### src/rtl/phy_rx_pkg.sv
// Shared definitions for the PHY RX lane receiver: lane states, the default
// comma symbol and a counter-width helper.
package phy_rx_pkg;

    typedef enum logic [1:0] {
        SEARCH = 2'd0,
        ALIGN  = 2'd1,
        ACTIVE = 2'd2
    } lane_state_t;

    localparam logic [7:0] DEF_COMMA = 8'hBC;

    // Width of a counter holding values 0..n-1, never narrower than one bit.
    function automatic int cnt_w(input int n);
        return (n <= 1) ? 1 : $clog2(n);
    endfunction

endpackage

### src/rtl/phy_rx_lane_align.sv
// Single serial lane: shifts in one bit per enabled clk (MSB first), finds word
// alignment from a comma, locks after ACTIVE_CNT aligned commas, then emits
// non-comma words with a one-cycle valid strobe.
module phy_rx_lane_align
    import phy_rx_pkg::*;
#(
    parameter int               WIDTH      = 8,
    parameter logic [WIDTH-1:0] COMMA      = WIDTH'(DEF_COMMA),
    parameter int               ACTIVE_CNT = 4
) (
    input  logic             clk,
    input  logic             reset,
    input  logic             enable,
    input  logic             d_in,
    output logic [WIDTH-1:0] data_out,
    output logic             valid_out,
    output logic             active
);

    localparam int BW = cnt_w(WIDTH);
    localparam int CW = cnt_w(ACTIVE_CNT + 1);
    localparam logic [BW-1:0] LAST = BW'(WIDTH - 1);

    lane_state_t      state_q, state_d;
    logic [WIDTH-2:0] sr_q;
    logic [BW-1:0]    bit_cnt_q, bit_cnt_d;
    logic [CW-1:0]    comma_cnt_q, comma_cnt_d;
    logic [WIDTH-1:0] data_q, data_d;
    logic             valid_q, valid_d;
    logic             active_q;
    logic [WIDTH-1:0] window;
    logic             is_comma;
    logic             boundary;

    // The word as it would look if this edge closed it.
    assign window   = {sr_q, d_in};
    assign is_comma = (window == COMMA);
    assign boundary = (bit_cnt_q == LAST);

    // Next-state and datapath decisions for one enabled edge.
    always_comb begin
        state_d     = state_q;
        bit_cnt_d   = boundary ? '0 : bit_cnt_q + 1'b1;
        comma_cnt_d = comma_cnt_q;
        data_d      = data_q;
        valid_d     = 1'b0;
        case (state_q)
            SEARCH: begin
                bit_cnt_d = '0;
                if (is_comma) begin
                    comma_cnt_d = CW'(1);
                    state_d     = (ACTIVE_CNT == 1) ? ACTIVE : ALIGN;
                end
            end
            ALIGN: begin
                if (boundary) begin
                    if (is_comma) begin
                        if (comma_cnt_q != '1)
                            comma_cnt_d = comma_cnt_q + 1'b1;
                        if (int'(comma_cnt_q) + 1 == ACTIVE_CNT)
                            state_d = ACTIVE;
                    end else begin
                        comma_cnt_d = '0;
                        state_d     = SEARCH;
                    end
                end
            end
            ACTIVE: begin
                // Commas are idle fill; only real words are delivered.
                if (boundary && !is_comma) begin
                    data_d  = window;
                    valid_d = 1'b1;
                end
            end
            default: state_d = SEARCH;
        endcase
    end

    // Lane state; everything freezes while disabled except the valid strobe.
    always_ff @(posedge clk or negedge reset) begin
        if (!reset) begin
            state_q     <= SEARCH;
            sr_q        <= '0;
            bit_cnt_q   <= '0;
            comma_cnt_q <= '0;
            data_q      <= '0;
            valid_q     <= 1'b0;
            active_q    <= 1'b0;
        end else if (enable) begin
            state_q     <= state_d;
            sr_q        <= window[WIDTH-2:0];
            bit_cnt_q   <= bit_cnt_d;
            comma_cnt_q <= comma_cnt_d;
            data_q      <= data_d;
            valid_q     <= valid_d;
            active_q    <= (state_d == ACTIVE);
        end else begin
            valid_q     <= 1'b0;
        end
    end

    assign data_out  = data_q;
    assign valid_out = valid_q;
    assign active    = active_q;

endmodule

### src/rtl/phy_rx_lanes.sv
// Multi-lane PHY RX front end: LANES independent aligners side by side, plus a
// summary flag that every lane is locked.
module phy_rx_lanes
    import phy_rx_pkg::*;
#(
    parameter int               LANES      = 2,
    parameter int               WIDTH      = 8,
    parameter logic [WIDTH-1:0] COMMA      = WIDTH'(DEF_COMMA),
    parameter int               ACTIVE_CNT = 4
) (
    input  logic                   clk,
    input  logic                   reset,
    input  logic                   enable,
    input  logic [LANES-1:0]       d_in,
    output logic [LANES*WIDTH-1:0] data_out,
    output logic [LANES-1:0]       valid_out,
    output logic [LANES-1:0]       active,
    output logic                   all_active
);

    for (genvar i = 0; i < LANES; i++) begin : g_lane
        phy_rx_lane_align #(
            .WIDTH      (WIDTH),
            .COMMA      (COMMA),
            .ACTIVE_CNT (ACTIVE_CNT)
        ) u_lane (
            .clk       (clk),
            .reset     (reset),
            .enable    (enable),
            .d_in      (d_in[i]),
            .data_out  (data_out[i*WIDTH +: WIDTH]),
            .valid_out (valid_out[i]),
            .active    (active[i])
        );
    end

    assign all_active = &active;

endmodule

### config.mk
export PLATFORM = sky130hd
export DESIGN_NAME = phy_rx_lanes
export DESIGN_NICKNAME = d
export VERILOG_FILES = /design/src/rtl/phy_rx_pkg.sv /design/src/rtl/phy_rx_lane_align.sv /design/src/rtl/phy_rx_lanes.sv
export SDC_FILE = /design/constraint.sdc
export NUM_CORES = 1
export LEC_CHECK = 0
export CORE_UTILIZATION = 55
export CTS_CLUSTER_SIZE = 10
export DETAILED_ROUTE_END_ITERATION = 12
export PLACE_DENSITY_LB_ADDON = 0.08
export SKIP_LAST_GASP = 1
export SLEW_MARGIN = 5
export SYNTH_ARGS = -nofsm -noshare
export SYNTH_HDL_FRONTEND = slang
export SYNTH_HIERARCHICAL = 1
export SYNTH_SLANG_ARGS = --single-unit
### constraint.sdc
create_clock -name clk -period 2.09 [get_ports clk]
set_input_delay 0.627 -clock clk [delete_from_list [all_inputs] [get_ports clk]]
set_output_delay 0.627 -clock clk [all_outputs]
set_load 0.02 [all_outputs]
Yosys cells after proc, flatten, opt, wreduce, memory -nomap -nowiden
Cells that the tools add are included.
{"block": "word_totals", "ff_bits": 50, "elab_cells": 83, "output_inout_bits": 21}
{"block": "classes", "addsub": 6, "reduce_logical": 13, "n_mux": 30, "eq_ne": 20}
{"cell": "$eq A32 B4 Y1 const B", "count": 2}
{"cell": "$mux W3", "count": 12}
{"cell": "$eq A8 B8 Y1 const B", "count": 2}
{"cell": "$mux W2", "count": 8}
{"cell": "$add A3 B1 Y3 const B", "count": 4}
{"cell": "$ne A3 B3 Y1 const B", "count": 4}
{"cell": "$pmux W2 S3", "count": 2}
{"cell": "$pmux W3 S2", "count": 2}
{"cell": "$reduce_and A5 Y1", "count": 2}
{"cell": "$add A3 B1 Y4 const B", "count": 2}
{"cell": "$eq A2 B2 Y1 const B", "count": 4}
{"cell": "$ne A2 B1 Y1 const B", "count": 4}
{"cell": "$eq A3 B3 Y1 const B", "count": 2}
{"cell": "$mux W1", "count": 6}
{"cell": "$reduce_and A3 Y1", "count": 2}
{"cell": "$eq A2 B1 Y1 const B", "count": 2}
{"cell": "$logic_not A2 Y1", "count": 2}
{"cell": "$reduce_bool A2 Y1", "count": 2}
{"cell": "$logic_and A1 B1 Y1", "count": 2}
{"cell": "$logic_not A1 Y1", "count": 2}
{"cell": "$reduce_and A2 Y1", "count": 1}

Depth between registers and ports, before layout
Gate-level depths: netlist (run 1).
{"block": "depth", "depth_word": 7, "ltp_mapped": 6}

Modules after synthesis
The synthesis (run 1) kept the hierarchy.
{"module": "phy_rx_lane_align", "cells_per_inst": 88, "area_each_um2": 1151.1, "instances": 2}
{"module": "phy_rx_lanes", "cells_per_inst": 1, "area_each_um2": 6.3, "instances": 1}

Least setup slack after synthesis (run 1)
OpenSTA, ideal clock, no wires.
{"block": "synth_path", "path_type": "input to register", "from": "input enable", "to": "register g_lane[0].u_lane.data_q[0]", "arrival_ps": 1783, "required_time_ps": 1965, "path_slack_ps": 182, "stages": 5, "setup_ps": 125, "path_cell_list": "buf_4 -> inv_1 -> or4_1 -> buf_6 -> mux2_4"}
{"block": "synth_between", "elab_chain_len": 1}
{"item": "start: declaration", "line_no": "phy_rx_lanes.sv:13", "rtl": "input logic enable,"}
{"item": "$reduce_and A3 Y1 (no source line)"}
{"item": "end signal: assignment", "line_no": "phy_rx_lane_align.sv:94", "rtl": "data_q <= data_d;"}
{"item": "end: declaration", "line_no": "phy_rx_lane_align.sv:28", "rtl": "logic [WIDTH-1:0] data_q, data_d;"}
Every way passes these cells.
A chain may end at the register's enable or synchronous reset.

Worst setup path in the final report (run 1)
{"block": "layout_path", "from": "input d_in[1]", "to": "register g_lane[1].u_lane.data_q[1]"}
{"block": "layout_between", "elab_chain_len": 4}
{"item": "start: declaration", "line_no": "phy_rx_lanes.sv:14", "rtl": "input logic [LANES-1:0] d_in,"}
{"item": "$eq A8 B8 Y1", "line_no": "phy_rx_lane_align.sv:37", "rtl": "assign is_comma = (window == COMMA);"}
{"item": "$logic_not A1 Y1", "line_no": "phy_rx_lane_align.sv:70", "rtl": "if (boundary && !is_comma) begin"}
{"item": "$logic_and A1 B1 Y1", "line_no": "phy_rx_lane_align.sv:70"}
{"item": "$reduce_and A3 Y1 (no source line)"}
{"item": "end signal: assignment", "line_no": "phy_rx_lane_align.sv:94"}
{"item": "end: declaration", "line_no": "phy_rx_lane_align.sv:28"}
Every way passes these cells.

==> Implementation_results.wiki, run 1 <==
{| class="wikitable"
! Metric !! Value
|-
| Top-area cell type share of the netlist area || 0.542
|-
| Gp weighted congestion || 0.910
|-
| Antenna-violating nets left || 0
|-
| Crit path max fanout || 9
|-
| Mean cell area of the mapped netlist || approximately 13 sq um
|-
| Nets in the synthesized netlist || between 150 and 200
|-
| Clock period minus final worst setup slack || slightly above 2 ns
|-
| Via count of the first global-routing pass || about 1500
|-
| Number of buffers added by the clock tree synthesis step || 5
|-
| Library cells used by synthesis || 27
|-
| Clock sinks || 50
|-
| DRC violation count after routing || 0
|-
| Count of synthesis-stage warnings from yosys || 6
|-
| Number of filler cells placed in the layout || about 280
|-
| Final Hold Slack || ~0.42 ns
|-
| Maximum number of buffers from clock root to sink || 2
|-
| Worst slew margin || 0.584
|-
| Cell area after placement || roughly 2700 sq um
|-
| Fin. Hold Viols || 0
|-
| First-pass GRT wire length || approximately 7000 um
|-
| Total area of multi-input combinational cells || about 970 sq um
|-
| Top area cells in the synthesized netlist || sky130_fd_sc_hd__dfrtp_1 54%, sky130_fd_sc_hd__mux2_4 10%, sky130_fd_sc_hd__mux2_2 8.8%
|-
| Number of antenna cells inserted || 0
|-
| Final Skew || roughly 0.0035 ns
|-
| Top cells by instance count after synthesis || 50 x sky130_fd_sc_hd__dfrtp_1, 18 x sky130_fd_sc_hd__mux2_2, 16 x sky130_fd_sc_hd__mux2_4, 14 x sky130_fd_sc_hd__inv_1, 10 x sky130_fd_sc_hd__nor2_1
|-
| Number of synthesized flops with an enable pin || 0
|-
| Nature of the critical path startpoint || input pin
|-
| Post-synthesis cell count || about 180
|-
| Critical path class || input pin to flip-flop
|-
| Via-per-instance ratio || 5.64
|-
| Post-detail-place hpwl || between 3000 and 4000 um
|-
| Required time at the endpoint of the critical path || around 2.3 ns
|-
| First drt pass iteration count || 4
|-
| Final Cycle Share || 0.969
|-
| Worst-margin pin slew || a little over 0.6 ns
|-
| TritonCTS clock tree || built
|-
| Area of the mapped netlist || 2310 sq um
|-
| Fraction of final layout cells with drive strength greater than 1 || 0.286
|-
| # H-tree levels || 2
|-
| Class of the most critical hold timing path || input pin to async pin
|-
| Initial standard-cell utilization of the core || 0.573
|-
| Maximum VDD drop || 0.724 mV
|-
| Die Footprint || roughly 4500 sq um
|-
| Final cell area excluding filler cells || 2810 sq um
|-
| Most common cell in the netlist || sky130_fd_sc_hd__dfrtp_1
|-
| Biggest area consumer among synthesized cells || sky130_fd_sc_hd__dfrtp_1
|-
| Gr usage total || 0.214
|-
| Net count, final || approximately 230
|-
| Main flop type after synthesis || sky130_fd_sc_hd__dfrtp_1
|-
| Number of top-level pins || 26
|-
| Residual overflow from global routing || 0
|-
| Final-layout setup total negative slack || 0 ns
|-
| Synth Register Bits || 50
|-
| Drt total wl || 4250 um
|-
| Clock transition at the registers of the reported paths || around 0.090 ns
|-
| Area inside the core boundary || ~4000 sq um
|-
| Async set-reset flop share out of synthesis || 1.00
|-
| Register Area || ~1300 sq um
|-
| Std cell rows || 23
|-
| Pins Over Slew Limit || 0
|-
| Iteration-0 DRC Markers || 85
|-
| CTS Root Buffer Type || sky130_fd_sc_hd__clkbuf_8
|-
| Cell Pwr Density || 899 nW/um^2
|-
| Fraction of the core area covered by cells at the end of the flow || 0.698
|-
| Reported max-cap violation count || 0
|-
| Pin count of the biggest net entering global routing || between 50 and 60
|-
| Via count || approximately 1500
|-
| Unrepaired setup endpoints after global routing || no
|-
| Initial antenna violation count || 0
|-
| Static leakage power || around 1.4 nW
|-
| Status || complete, no violations
|-
| Port Buffer Count || 25
|-
| Floorplan die width || about 67 um
|-
| Die Span Y || 66.8 um
|-
| Final number of setup-violating endpoints || 0
|-
| Syn-to-layout area delta || 21.7%
|-
| Worst Setup End Kind || flip-flop
|-
| Endpoint arrival time on the critical path || roughly 2.2 ns
|-
| Post-synthesis sequential area ratio || 0.542
|-
| Routed len/inst || between 15 and 20 um
|-
| Timing-limited maximum frequency || roughly 0.49 GHz
|-
| Clock latency at the later pin of the worst-skew pair || approximately 0.29 ns
|}
-- layer usage --
metal | GRT usage | wire, um | vias up
met4 | 0.0904 | 58 | 0
met5 | 0 | 0 | -
met3 | 0.0514 | 116 | 7
li1 | - | - | 722
met2 | 0.375 | 2210 | 37
met1 | 0.247 | 1860 | 758
-- report_power, final --
| part | total (mW) | internal (mW) | switching, mW |
|---|---|---|---|
| logic | 0.596 | 0.294 | 0.302 |
| clock network | 0.605 | 0.303 | 0.301 |
| registers | 1.33 | 1.16 | 0.167 |
-- logic make-up after synthesis --
kind of cell / Yosys count / synth area share
fa+ha+maj: 8 / 0.0434
compound gates: 26 / 0.0770
mux: 36 / 0.201
flops: 50 / 0.542
simple gates: 37 / 0.0949
buf+inv: 20 / 0.0423
-- per-stage QoR --
stage                     power, mW  setup WS [ns]  std cells
final                          2.53         0.0655        270
after global routing           2.71         0.0175        270
after CTS                      2.55        0.00656        270
after detailed placement       1.93         -0.397        262
after global placement         1.86         -0.341        262
after floorplan                1.71          0.182        177
-- sequential cells by signal (all words and copies together), names as in the netlist --
name / cells
g_lane.u_lane/active: 2
g_lane.u_lane/data_out: 16
g_lane.u_lane/state_q: 4
g_lane.u_lane/valid_out: 2
g_lane.u_lane/sr_q: 14
g_lane.u_lane/bit_cnt_q: 6
g_lane.u_lane/comma_cnt_q: 6
-- worst max-delay path, stage by stage --
cell and delay [ns]:
sky130_fd_sc_hd__clkdlybuf4s50_1 0.54, sky130_fd_sc_hd__nor4_4 0.07, sky130_fd_sc_hd__or4_1 0.46, sky130_fd_sc_hd__buf_4 0.21, sky130_fd_sc_hd__mux2_4 0.30
-- layout by cell type, fill, tap and decap left out, types with 4 or more instances in the layout --
cell	n
sky130_fd_sc_hd__ha_1	7
sky130_fd_sc_hd__buf_4	16
sky130_fd_sc_hd__o21ai_0	8
sky130_fd_sc_hd__nand4_1	4
sky130_fd_sc_hd__nor2_1	10
sky130_fd_sc_hd__mux2_2	18
sky130_fd_sc_hd__nand2_1	8
sky130_fd_sc_hd__mux2_4	16
sky130_fd_sc_hd__dfrtp_1	50
sky130_fd_sc_hd__inv_1	14
sky130_fd_sc_hd__clkbuf_8	7
sky130_fd_sc_hd__a31oi_1	6
sky130_fd_sc_hd__o2bb2ai_1	4
sky130_fd_sc_hd__clkdlybuf4s50_1	22
-- layout make-up --
type,count,share of cell area
Multi-Input combinational cell,107,0.345
Timing Repair Buffer,41,0.132
Inverter,14,0.0187
Sequential cell,50,0.445
Tap cell,50,0.0223
Clock inverter,1,0.00312
Clock buffer,7,0.0343
-- repair_timing --
item                       4_1_cts  5_1_grt
setup endpoints to repair        3       20
hold buffers                     0        0
buffers inserted                 0        0
gates resized for setup          1        4
-- final timing paths --
kind                                               startpoint                               to  slack (ns)  cells after the start
worst max-delay path                                  d_in[1]     g_lane[1].u_lane/data_out[1]        0.07                      5
worst min-delay path                                    reset  g_lane[0].u_lane/comma_cnt_q[1]        0.42                      2
worst max register to register  g_lane[0].u_lane/bit_cnt_q[0]     g_lane[0].u_lane/data_out[2]        0.11                      6
worst min register to register  g_lane[0].u_lane/bit_cnt_q[1]    g_lane[0].u_lane/bit_cnt_q[1]        0.50                      1
max in group asynchronous                               reset      g_lane[1].u_lane/state_q[0]        1.25                      2
min in group clk                g_lane[0].u_lane/bit_cnt_q[1]    g_lane[0].u_lane/bit_cnt_q[1]        0.50                      1
Power figures use the tool's default switching activity.
==> run 2: changes to the inputs <==
- CTS_BUF_LIST: not set -> sky130_fd_sc_hd__clkbuf_4 sky130_fd_sc_hd__clkbuf_8
==> results of run 2 <==
Same layout as run 1: the final DEF is identical, and so are final timing and power.
==> run 3: changes to the inputs <==
- clock period: 2.09 -> 2.08 ns (I/O delays scaled with it)
==> run 3 against run 2 <==
  * Clock skew increased by 0.0017 ns
  * Power grew 0.81%
  * Cell count grew 0.37%
  * Utilization grew 0.12 points
  * Wire length shrank 0.54%
  * Die area unchanged
  * Sequential power is essentially flat
  * Sequential share of layout area fell by 0.079 points
  * Sequential cell count stayed put
  * Setup slack got worse by 0.00065 ns
  * Critical endpoint unchanged
==> Implementation_results.wiki, run 3 (synthesis results as in run 1) <==
{| class="wikitable"
! Metric !! Value
|-
| Static leakage power || 1.35 nW (about the same)
|-
| Number of antenna cells inserted || 0 (unchanged)
|-
| Worst-margin pin slew || 0.621 ns (was 0.624 ns)
|-
| Std cell rows || 23 (unchanged)
|-
| Critical path class || input pin to flip-flop (unchanged)
|-
| Crit path max fanout || 9 (unchanged)
|-
| Final Hold Slack || 0.413 ns (was 0.424 ns)
|-
| Antenna-violating nets left || 0 (unchanged)
|-
| Number of top-level pins || 26 (unchanged)
|-
| Die Span Y || 66.8 um (unchanged)
|-
| Syn-to-layout area delta || 22.0% (was 21.7%)
|-
| Number of buffers added by the clock tree synthesis step || 5 (unchanged)
|-
| Cell Pwr Density || 905 nW/um^2 (was 899 nW/um^2)
|-
| Gp weighted congestion || 0.863 (was 0.910)
|-
| First drt pass iteration count || 4 (unchanged)
|-
| Maximum number of buffers from clock root to sink || 2 (unchanged)
|-
| Net count, final || 233 (was 232)
|-
| First-pass GRT wire length || 7110 um (was 6960 um)
|-
| Residual overflow from global routing || 0 (unchanged)
|-
| Final Cycle Share || 0.969
|-
| Total area of multi-input combinational cells || 970 sq um (was 968 sq um)
|-
| Fraction of final layout cells with drive strength greater than 1 || 0.290 (was 0.286)
|-
| Fraction of the core area covered by cells at the end of the flow || 0.699 (was 0.698)
|-
| Overall power of the completed layout || 2.55 mW (was 2.53 mW)
|-
| Met2 wire len || 2200 um (was 2210 um)
|-
| Final Skew || 0.00516 ns (was 0.00347 ns)
|-
| TritonCTS clock tree || built (unchanged)
|-
| Status || complete, no violations (unchanged)
|-
| Via count of the first global-routing pass || 1513 (was 1544)
|-
| Clock sinks || 50 (unchanged)
|-
| Slowest cell delay on critical path || 0.53 ns (was 0.54 ns)
|-
| Pin count of the biggest net entering global routing || 51 (unchanged)
|-
| Floorplan die width || 66.8 um (unchanged)
|-
| Unrepaired setup endpoints after global routing || no (unchanged)
|-
| # H-tree levels || 2 (unchanged)
|-
| Worst Setup End Kind || flip-flop (unchanged)
|-
| CTS Root Buffer Type || sky130_fd_sc_hd__clkbuf_8 (unchanged)
|-
| Maximum VDD drop || 0.656 mV (was 0.724 mV)
|-
| Endpoint arrival time on the critical path || 2.20 ns (was 2.21 ns)
|-
| Fin. Hold Viols || 0 (unchanged)
|-
| Worst slew margin || 0.586 (was 0.584)
|-
| Initial antenna violation count || 0 (unchanged)
|-
| Via-per-instance ratio || 5.51 (was 5.64)
|-
| Post-Route M1 WL || 1850 um (was 1860 um)
|-
| Number of flip-flops under the largest register name || 16 (unchanged)
|-
| Worst setup slack after placement || -0.358 ns (was -0.397 ns)
|-
| Nature of the critical path startpoint || input pin (unchanged)
|-
| Required time at the endpoint of the critical path || 2.27 ns (was 2.28 ns)
|-
| Post-detail-place hpwl || 3160 um (was 3120 um)
|-
| Clock period minus final worst setup slack || approximately 2 ns
|-
| Post-CTS setup buffer count || 0 (unchanged)
|-
| Critical path's slowest cell || sky130_fd_sc_hd__clkdlybuf4s50_1 (unchanged)
|-
| Drt total wl || 4230 um (was 4250 um)
|-
| Iteration-0 DRC Markers || 60 (was 85)
|-
| Fin worst setup slack || 0.0649 ns (was 0.0655 ns)
|-
| Final number of setup-violating endpoints || 0 (unchanged)
|-
| Class of the most critical hold timing path || input pin to async pin (unchanged)
|-
| Gr usage total || 0.218 (was 0.214)
|-
| Reported max-cap violation count || 0 (unchanged)
|-
| Clock transition at the registers of the reported paths || 0.09 ns (about the same)
|-
| Commonest non-fill, non-tap cell in the layout || sky130_fd_sc_hd__dfrtp_1 (unchanged)
|-
| Most frequent cells in the layout || 50 x sky130_fd_sc_hd__dfrtp_1, 22 x sky130_fd_sc_hd__clkdlybuf4s50_1, 18 x sky130_fd_sc_hd__mux2_2 (unchanged)
|-
| Total length of routed met3 wires || 123 um (was 116 um)
|-
| Pins Over Slew Limit || 0 (unchanged)
|-
| Timing-limited maximum frequency || approximately 0.5 GHz
|-
| Area inside the core boundary || 4030 sq um (unchanged)
|-
| Initial standard-cell utilization of the core || 0.573 (unchanged)
|-
| Port Buffer Count || 25 (unchanged)
|-
| Via count || 1492 (was 1524)
|-
| Die Footprint || 4460 sq um (unchanged)
|-
| Max layer used || met4 (unchanged)
|-
| DRC violation count after routing || 0 (unchanged)
|-
| Register Area || 1250 sq um (unchanged)
|-
| Routed len/inst || 15.6 um (was 15.7 um)
|-
| Final-layout setup total negative slack || 0 ns (unchanged)
|-
| Number of filler cells placed in the layout || 296 (was 283)
|-
| List of cells traversed by the critical path || clkdlybuf4s50_1 > nor4_4 > or4_1 > buf_4 > mux2_4 (unchanged)
|-
| Clock latency at the later pin of the worst-skew pair || 0.30 ns (was 0.29 ns)
|}
run 3: cell types whose count changed in the layout (fill, tap and decap cells not counted):
cell                             before  now
sky130_fd_sc_hd__dlymetal6s2s_1       2    1
sky130_fd_sc_hd__a2111oi_0            1    0
sky130_fd_sc_hd__dlygate4sd2_1        0    1
sky130_fd_sc_hd__buf_4               16   17
sky130_fd_sc_hd__a2111oi_1            0    1
run 3: routing by layer:
| metal | GRT usage | up-vias |
|---|---|---|
| met5 | 0 | - |
| met4 | 0.0824 | 0 |
| met3 | 0.0531 | 5 |
| met2 | 0.360 | 28 |
| met1 | 0.274 | 736 |
| li1 | - | 723 |
run 3: critical path, delay by kind of cell:
family                 cells  cell delay (ns)
multiplexers               1             0.31
AND/OR/NAND/NOR            2             0.53
buffers and inverters      2             0.73
run 3: final timing paths:
| path | to | startpoint | slack (ns) | cells past startpoint |
|---|---|---|---|---|
| max | g_lane[1].u_lane/data_out[1] | d_in[1] | 0.06 | 5 |
| min | g_lane[0].u_lane/comma_cnt_q[2] | reset | 0.41 | 2 |
| max reg2reg | g_lane[0].u_lane/data_out[0] | g_lane[0].u_lane/bit_cnt_q[0] | 0.10 | 6 |
| min reg2reg | g_lane[1].u_lane/bit_cnt_q[2] | g_lane[1].u_lane/bit_cnt_q[2] | 0.51 | 1 |
| max in group asynchronous | g_lane[1].u_lane/bit_cnt_q[0] | reset | 1.24 | 2 |
| min in group clk | g_lane[1].u_lane/bit_cnt_q[2] | g_lane[1].u_lane/bit_cnt_q[2] | 0.51 | 1 |
run 3: layout make-up:
cell class                 count  share of cell area
timing repair buffer          42               0.133
multi-input combinational    107               0.344
tap                           50              0.0222
clock buffer                   7              0.0342
sequential                    50               0.444
inverter                      14              0.0187
clock inverter                 1             0.00311
run 3: stage by stage:
step,instances,area [sq um]
final,271,2820
after global routing,271,2820
after CTS,271,2800
after detailed placement,263,2700
after global placement,263,2700
after floorplan,177,2310
run 3: timing repair:
action                                  4_1_cts  5_1_grt
hold buffers                                  0        0
pin swaps                                     0        0
endpoints found under the setup margin        4       22
gates resized for setup                       2        4
run 3: report_power, final:
group	internal, mW	switching, mW	leakage (nW)
sequential	1.16	0.169	0.638
combinational	0.296	0.300	0.654
clock	0.305	0.313	0.0544
